===== src/rtl/ssm_dispatch_fsm.sv =====
// Instruction fetch/dispatch controller: fetches, decodes and hands each SSM instruction to one of four execution FSMs.
// Optional watchdog on the EXEC wait is enabled by defining DISPATCH_TIMEOUT_EN.
module ssm_dispatch_fsm #(
  parameter int PC_WIDTH       = 8,
  parameter int TIMEOUT_CYCLES = 64
) (
  input  logic                clock,
  input  logic                reset,
  input  logic                run,
  output logic [PC_WIDTH-1:0] instr_addr,
  output logic                instr_rd_en,
  input  logic [17:0]         instr_data,
  output logic [3:0]          FSM_start,
  output logic [5:0]          param1,
  output logic [5:0]          param2,
  input  logic [3:0]          fsm_done,
  output logic [PC_WIDTH-1:0] pc,
  output logic                busy,
  output logic                halted,
  output logic                illegal,
  output logic                timeout
);

  localparam logic [5:0] OP_NOP  = 6'h00;
  localparam logic [5:0] OP_MOV  = 6'h01;
  localparam logic [5:0] OP_ADD  = 6'h02;
  localparam logic [5:0] OP_SUB  = 6'h03;
  localparam logic [5:0] OP_XOR  = 6'h04;
  localparam logic [5:0] OP_HALT = 6'h3F;

  typedef enum logic [2:0] {
    S_IDLE,
    S_FETCH,
    S_DECODE,
    S_START,
    S_EXEC,
    S_HALT
  } state_t;

  state_t              state_q, state_d;
  logic [PC_WIDTH-1:0] pc_q, pc_d;
  logic [5:0]          param1_q, param1_d;
  logic [5:0]          param2_q, param2_d;
  logic [1:0]          sel_q, sel_d;
  logic [3:0]          start_q, start_d;
  logic                rd_en_q, rd_en_d;
  logic                busy_q, busy_d;
  logic                halted_q, halted_d;
  logic                illegal_q, illegal_d;
  logic [5:0]          op_m1;

`ifdef DISPATCH_TIMEOUT_EN
  localparam int CNT_W = $clog2(TIMEOUT_CYCLES + 1);
  logic [CNT_W-1:0] cnt_q, cnt_d;
  logic             timeout_q, timeout_d;
`endif

  // NOTE: every signal driven here gets a default first so no path can infer a latch.
  always_comb begin
    state_d   = state_q;
    pc_d      = pc_q;
    param1_d  = param1_q;
    param2_d  = param2_q;
    sel_d     = sel_q;
    illegal_d = illegal_q;
    op_m1     = instr_data[17:12] - 6'd1;
`ifdef DISPATCH_TIMEOUT_EN
    cnt_d     = cnt_q;
    timeout_d = timeout_q;
`endif

    unique case (state_q)
      S_IDLE:  if (run) state_d = S_FETCH;
      S_FETCH: state_d = S_DECODE;
      S_DECODE: begin
        param1_d = instr_data[11:6];
        param2_d = instr_data[5:0];
        case (instr_data[17:12])
          OP_NOP: begin
            pc_d    = pc_q + PC_WIDTH'(1);
            state_d = run ? S_FETCH : S_IDLE;
          end
          OP_HALT: state_d = S_HALT;
          OP_MOV, OP_ADD, OP_SUB, OP_XOR: begin
            sel_d   = op_m1[1:0];
            state_d = S_START;
          end
          default: begin
            illegal_d = 1'b1;
            state_d   = S_HALT;
          end
        endcase
      end
      S_START: begin
        state_d = S_EXEC;
`ifdef DISPATCH_TIMEOUT_EN
        cnt_d   = '0;
`endif
      end
      S_EXEC: begin
        // Only the selected FSM's done can retire the instruction.
        if (fsm_done[sel_q]) begin
          pc_d    = pc_q + PC_WIDTH'(1);
          state_d = run ? S_FETCH : S_IDLE;
        end
`ifdef DISPATCH_TIMEOUT_EN
        else if (cnt_q == CNT_W'(TIMEOUT_CYCLES - 1)) begin
          timeout_d = 1'b1;
          state_d   = S_HALT;
        end else begin
          cnt_d = cnt_q + CNT_W'(1);
        end
`endif
      end
      S_HALT:  state_d = S_HALT;
      default: state_d = S_IDLE;
    endcase

    // Outputs are registered, so they are computed from the state being entered.
    rd_en_d  = (state_d == S_FETCH);
    start_d  = (state_d == S_START) ? (4'b0001 << sel_d) : 4'b0000;
    busy_d   = (state_d != S_IDLE) && (state_d != S_HALT);
    halted_d = (state_d == S_HALT);
  end

  // NOTE: sequential state uses non-blocking assignments so all registers update together at the edge.
  always_ff @(posedge clock) begin
    if (reset) begin
      state_q   <= S_IDLE;
      pc_q      <= '0;
      param1_q  <= '0;
      param2_q  <= '0;
      sel_q     <= '0;
      start_q   <= '0;
      rd_en_q   <= 1'b0;
      busy_q    <= 1'b0;
      halted_q  <= 1'b0;
      illegal_q <= 1'b0;
`ifdef DISPATCH_TIMEOUT_EN
      cnt_q     <= '0;
      timeout_q <= 1'b0;
`endif
    end else begin
      state_q   <= state_d;
      pc_q      <= pc_d;
      param1_q  <= param1_d;
      param2_q  <= param2_d;
      sel_q     <= sel_d;
      start_q   <= start_d;
      rd_en_q   <= rd_en_d;
      busy_q    <= busy_d;
      halted_q  <= halted_d;
      illegal_q <= illegal_d;
`ifdef DISPATCH_TIMEOUT_EN
      cnt_q     <= cnt_d;
      timeout_q <= timeout_d;
`endif
    end
  end

  assign instr_addr  = pc_q;
  assign pc          = pc_q;
  assign instr_rd_en = rd_en_q;
  assign FSM_start   = start_q;
  assign param1      = param1_q;
  assign param2      = param2_q;
  assign busy        = busy_q;
  assign halted      = halted_q;
  assign illegal     = illegal_q;
`ifdef DISPATCH_TIMEOUT_EN
  assign timeout     = timeout_q;
`else
  assign timeout     = 1'b0;
`endif

endmodule

===== config.mk =====
export PLATFORM = sky130hd
export DESIGN_NAME = ssm_dispatch_fsm
export DESIGN_NICKNAME = d
export VERILOG_FILES = /design/src/rtl/ssm_dispatch_fsm.sv
export SDC_FILE = /design/constraint.sdc
export NUM_CORES = 1
export LEC_CHECK = 0
export ABC_AREA = 0
export CAP_MARGIN = 25
export CORE_ASPECT_RATIO = 0.75
export CORE_MARGIN = 2
export CORE_UTILIZATION = 45
export CTS_CLUSTER_SIZE = 10
export DETAILED_ROUTE_END_ITERATION = 8
export PLACE_DENSITY = 0.92
export SYNTH_ARGS = -nofsm -noshare
export SYNTH_HDL_FRONTEND = slang
export SYNTH_SLANG_ARGS = --single-unit

===== constraint.sdc =====
create_clock -name clock -period 3.75 [get_ports clock]
set_input_delay 0.75 -clock clock [delete_from_list [all_inputs] [get_ports clock]]
set_output_delay 0.75 -clock clock [all_outputs]
set_load 0.02 [all_outputs]

==> After elaboration in Yosys (flattened, before gate mapping) <==
Cells that the tools add are included.
W data, S select, Z words.
{ "totals": {"ff_bits": 33, "latch_bits": 0, "mem_bits_rw": 0, "word_cells": 54, "mem_count": 0, "input_bits": 25, "mem_bits_ro": 0, "output_inout_bits": 37} }
{ "op_classes": {"shifts": 1, "n_reduce_logical": 10, "mux": 12, "addsub": 2, "eq_ne": 16, "n_bitwise": 2, "div": 0, "order_cmp": 1, "n_mul": 0} }
{ "ops": {"columns": ["op", "count"], "rows": [
  ["$pmux W3 S6", 1],
  ["$mux W8", 2],
  ["$pmux W8 S2", 1],
  ["$eq A6 B2 Y1 const B", 2],
  ["$eq A3 B2 Y1 const B", 3],
  ["$eq A3 B3 Y1 const B", 3],
  ["$add A8 B1 Y8 const B", 1],
  ["$eq A3 B1 Y1 const B", 2],
  ["$eq A6 B1 Y1 const B", 1],
  ["$eq A6 B3 Y1 const B", 1],
  ["$eq A6 B6 Y1 const B", 1],
  ["$logic_not A6 Y1", 1],
  ["$mux W3", 2],
  ["$pmux W3 S2", 1],
  ["$reduce_or A6 Y1", 1],
  ["$mux W2", 2],
  ["$ne A2 B2 Y1 const B", 2],
  ["$reduce_or A4 Y1", 1],
  ["$shl A1 B2 Y4 const A", 1],
  ["$logic_not A3 Y1", 1],
  ["$lt A2 B3 Y1 const B", 1],
  ["$ne A3 B3 Y1 const B", 1],
  ["$reduce_and A3 Y1", 1],
  ["$reduce_bool A3 Y1", 1],
  ["other kinds (8)", 10]
]} }

==> Longest topological paths before layout <==
{ "depth": {"word_depth": 7, "depth_mapped": 7, "ltp_nobuf": 7} }

==> Worst setup path before layout <==
No wires, ideal clock.
{ "synth_timing": {"kind": "input to register", "from": "input instr_data[12]", "to": "register pc_q[5], in the netlist instr_addr[5]", "path_stages": 7, "setup_time_ns": 0.128, "required_ns": 3.622, "arrival_ns": 1.999, "slack_ns": 1.624, "n_path_buf": 0, "path_cell_list": "inv_1 -> ha_1 -> nor2b_1 -> nand4b_2 -> a2111oi_2 -> xnor2_1 -> nor2_1"} }
{ "synth_via": {"elab_chain_cells": 3} }
{ "synth_rtl": {"columns": ["element", "line", "text"], "rows": [
  ["from (decl)", "12", "input logic [17:0] instr_data,"],
  ["$logic_not A6 Y1", "78", "case (instr_data[17:12])"],
  ["$ne A2 B2 Y1 (no line)", null, null],
  ["$reduce_and A3 Y1 (no line)", null, null],
  ["to (signal assigned)", "145", "pc_q <= pc_d;"],
  ["to (decl)", "41", "logic [PC_WIDTH-1:0] pc_q, pc_d;"]
]} }
Every way passes these cells.
A chain may end at the register's enable or synchronous reset.

==> Worst setup path in the final report <==
{ "layout_timing": {"from": "input instr_data[12]", "to": "register pc_q[7], in the netlist instr_addr[7]"} }
Same word-level chain as after synthesis.

==> results_dict.tcl <==
set metrics [dict create \
    endpoint_kind "flip-flop" \
    finalCritPeriodShare 0.6815 \
    min_path_type "flip-flop to flip-flop" \
    drt-total-wl_um 3339 \
    slowest_delay_ps 500 \
    yosys_warnings 0 \
    synth_area_leaders "dfxtp_1 (43%), nand2_1 (7.1%), a21oi_1 (5.9%)" \
    n_fill_cell 264 \
    path_max_fanout 7 \
    slew_headroom 0.6547 \
    num_vias 1336 \
    cts-root-buf "clkbuf_8" \
    grt_pass1_wl_um 5457 \
    overflow 0 \
    grt_setup_unrepaired "no" \
    synth_cells 177 \
    clkTransAtPathRegs_ps 60 \
    diodes 0 \
    final_cell_mix "clkdlybuf4s50_1 (60), dfxtp_1 (33), nand2_1 (29), nor2_1 (21), a21oi_1 (18)" \
    dp.cells 261 \
    yosysTopAreaCellShare 0.4307 \
    postCtsSetupRepairBufs 0 \
    drt_iter0_drc 39 \
    crit_arrival_ps 2710 \
    vias_per_cell 4.967 \
    synth.distinct_cells 33 \
    critPathBufInv 2 \
    fmax_mhz 391.3 \
    initial_core_util 0.4697 \
    area_growth_pct 42.01 \
    portBuffers 60 \
    slew_viol_final 0 \
    layout_min_cycle_time_ps 2556 \
    critPathSlowestCell "clkdlybuf4s50_1" \
    numCtsBuffers 5 \
    fin_util 0.6671 \
    grt_pass1_vias 1209 \
    fin_cells 269 \
    finalClockSkew_ps 4.435 \
    power_uw 739.6 \
    ctsHoldBuffers 0 \
    worst_pin_slew_ps 518.0 \
    power_leakage_nw 0.7869 \
    syn_area_um2 1534 \
    die_h_um 54.57 \
    finalSetupViolations 0 \
    crit_chain "clkdlybuf4s50_1, inv_1, ha_1, nor2b_1, nand4b_2, a2111oi_2, xnor2_1, nor2_1" \
    nNetsFinal 258 \
    peakVddDrop_mv 0.2562 \
    dpl_cell_area_um2 2096 \
    synth_seq_cells 33 \
    place_hpwl_um 2560 \
    avgSynthCellArea_um2 8.667 \
    cts_buffer_depth 2 \
    status "finished clean" \
    cts_max_level 2 \
    crit_type "input port to flip-flop" \
    insertion_delay_ps 280 \
    drive_above_1_share 0.07424 \
    cts_resized 0 \
    yosys.area.top_type "dfxtp_1" \
    drc 0 \
    first_pass_iters 4 \
    layout_commonest_cell "clkdlybuf4s50_1" \
    grt_use_total 0.1857 \
    finalSetupTns_ps 0 \
    required_ps 3910 \
    antenna_left 0 \
    powerDensity_nw_per_um2 339.5 \
    wl_per_cell_um 12.41 \
    syn_nets 207 \
    place_congestion 0.8281 \
    antenna_found_initial 0 \
    final-hold-violation-count 0 \
    final_area_um2 2178 \
    pin_count 62 \
    grt_max_degree 17 \
    drv_cap 0 \
    cts.sinks 33 \
    die_area_um2 3897 \
    num_rows 18 \
    die_w_um 71.42 \
    cp_top_family "buffers and inverters" \
    cp-start-kind "input port" \
    placeableCoreArea_um2 3266 \
    yosysSeqAreaShare 0.4307 \
    cts_tree "done" \
]
metal layers:
metal,vias up,wire length [µm],GRT usage
li1,696,-,-
met1,593,1562,0.2381
met2,42,1485,0.2886
met3,5,245,0.06630
met4,0,45,0.07547
met5,-,0,0
kinds of logic after synthesis:
group / count (synthesis) / synth area share
multiplexers: 2 / 0.02121
other: 1 / 0.002445
AND/OR/NAND/NOR: 77 / 0.2569
XOR/XNOR: 9 / 0.05139
flip-flops: 33 / 0.4307
buffers and inverters: 21 / 0.07503
adder cells (fa/ha/maj): 5 / 0.04078
AO/OA/AOI/OAI: 29 / 0.1215
state kept, by name, indices dropped and copies added (netlist names):
signal,count
param2,6
instr_rd_en,1
halted,1
busy,1
FSM_start,4
sel_q,2
illegal,1
instr_addr,8
state_q,3
param1,6
where the power goes:
| group | switching [mW] | leakage, nW | internal [mW] |
|---|---|---|---|
| Sequential | 0.0113 | 0.267 | 0.362 |
| Clock | 0.125 | 0.0450 | 0.128 |
| Combinational | 0.0537 | 0.475 | 0.0590 |
| Total | 0.190 | 0.787 | 0.549 |
per-stage QoR:
stage	hold WS, ps	setup slack (ps)
6_report	451.4	1194
3_3_place_gp	440.8	968.5
3_5_place_dp	446.6	906.1
2_1_floorplan	462.7	1624
5_1_grt	474.5	1060
4_1_cts	455.3	1205
layout make-up:
class | count | area [µm²] | share of cell area
Tap cell | 40 | 50.05 | 0.02298
Inverter | 3 | 11.26 | 0.005169
Multi-Input combinational cell | 123 | 758.2 | 0.3481
Clock buffer | 6 | 72.57 | 0.03331
Sequential cell | 33 | 660.6 | 0.3033
Timing Repair Buffer | 62 | 615.6 | 0.2826
Clock inverter | 2 | 10.01 | 0.004595
cell usage after synthesis, drive strengths merged:
cell	count
a2111oi	2
a211oi	4
a21o	2
a21oi	18
a31oi	2
and3	3
and4	1
buf	12
clkbuf	6
conb	1
dfxtp	33
ha	5
inv	3
mux2i	1
mux4	1
nand2	29
nand2b	2
nand3	4
nand3b	1
nand4	3
nand4b	1
nor2	21
nor2b	2
nor3	4
nor3b	1
nor4	2
o2bb2ai	1
or3b	1
or4	2
xnor2	9
path summary, 6_finish.rpt:
check | from | to | slack [ps] | cells after the start
setup / recovery | instr_data[12] | instr_addr[7] | 1190 | 8
hold / removal | param1[5] | param1[5] | 450 | 2
setup reg to reg | state_q[1] | busy | 1850 | 5
hold reg to reg | param1[5] | param1[5] | 450 | 2
worst reg2reg max path, stage by stage, from the launching register on:
cell and delay, ps:
dfxtp_1 520, or3b_1 630, a31oi_1 360, nor3_4 70
xnor2_1 140, a21oi_1 80
Power figures use the tool's default switching activity.
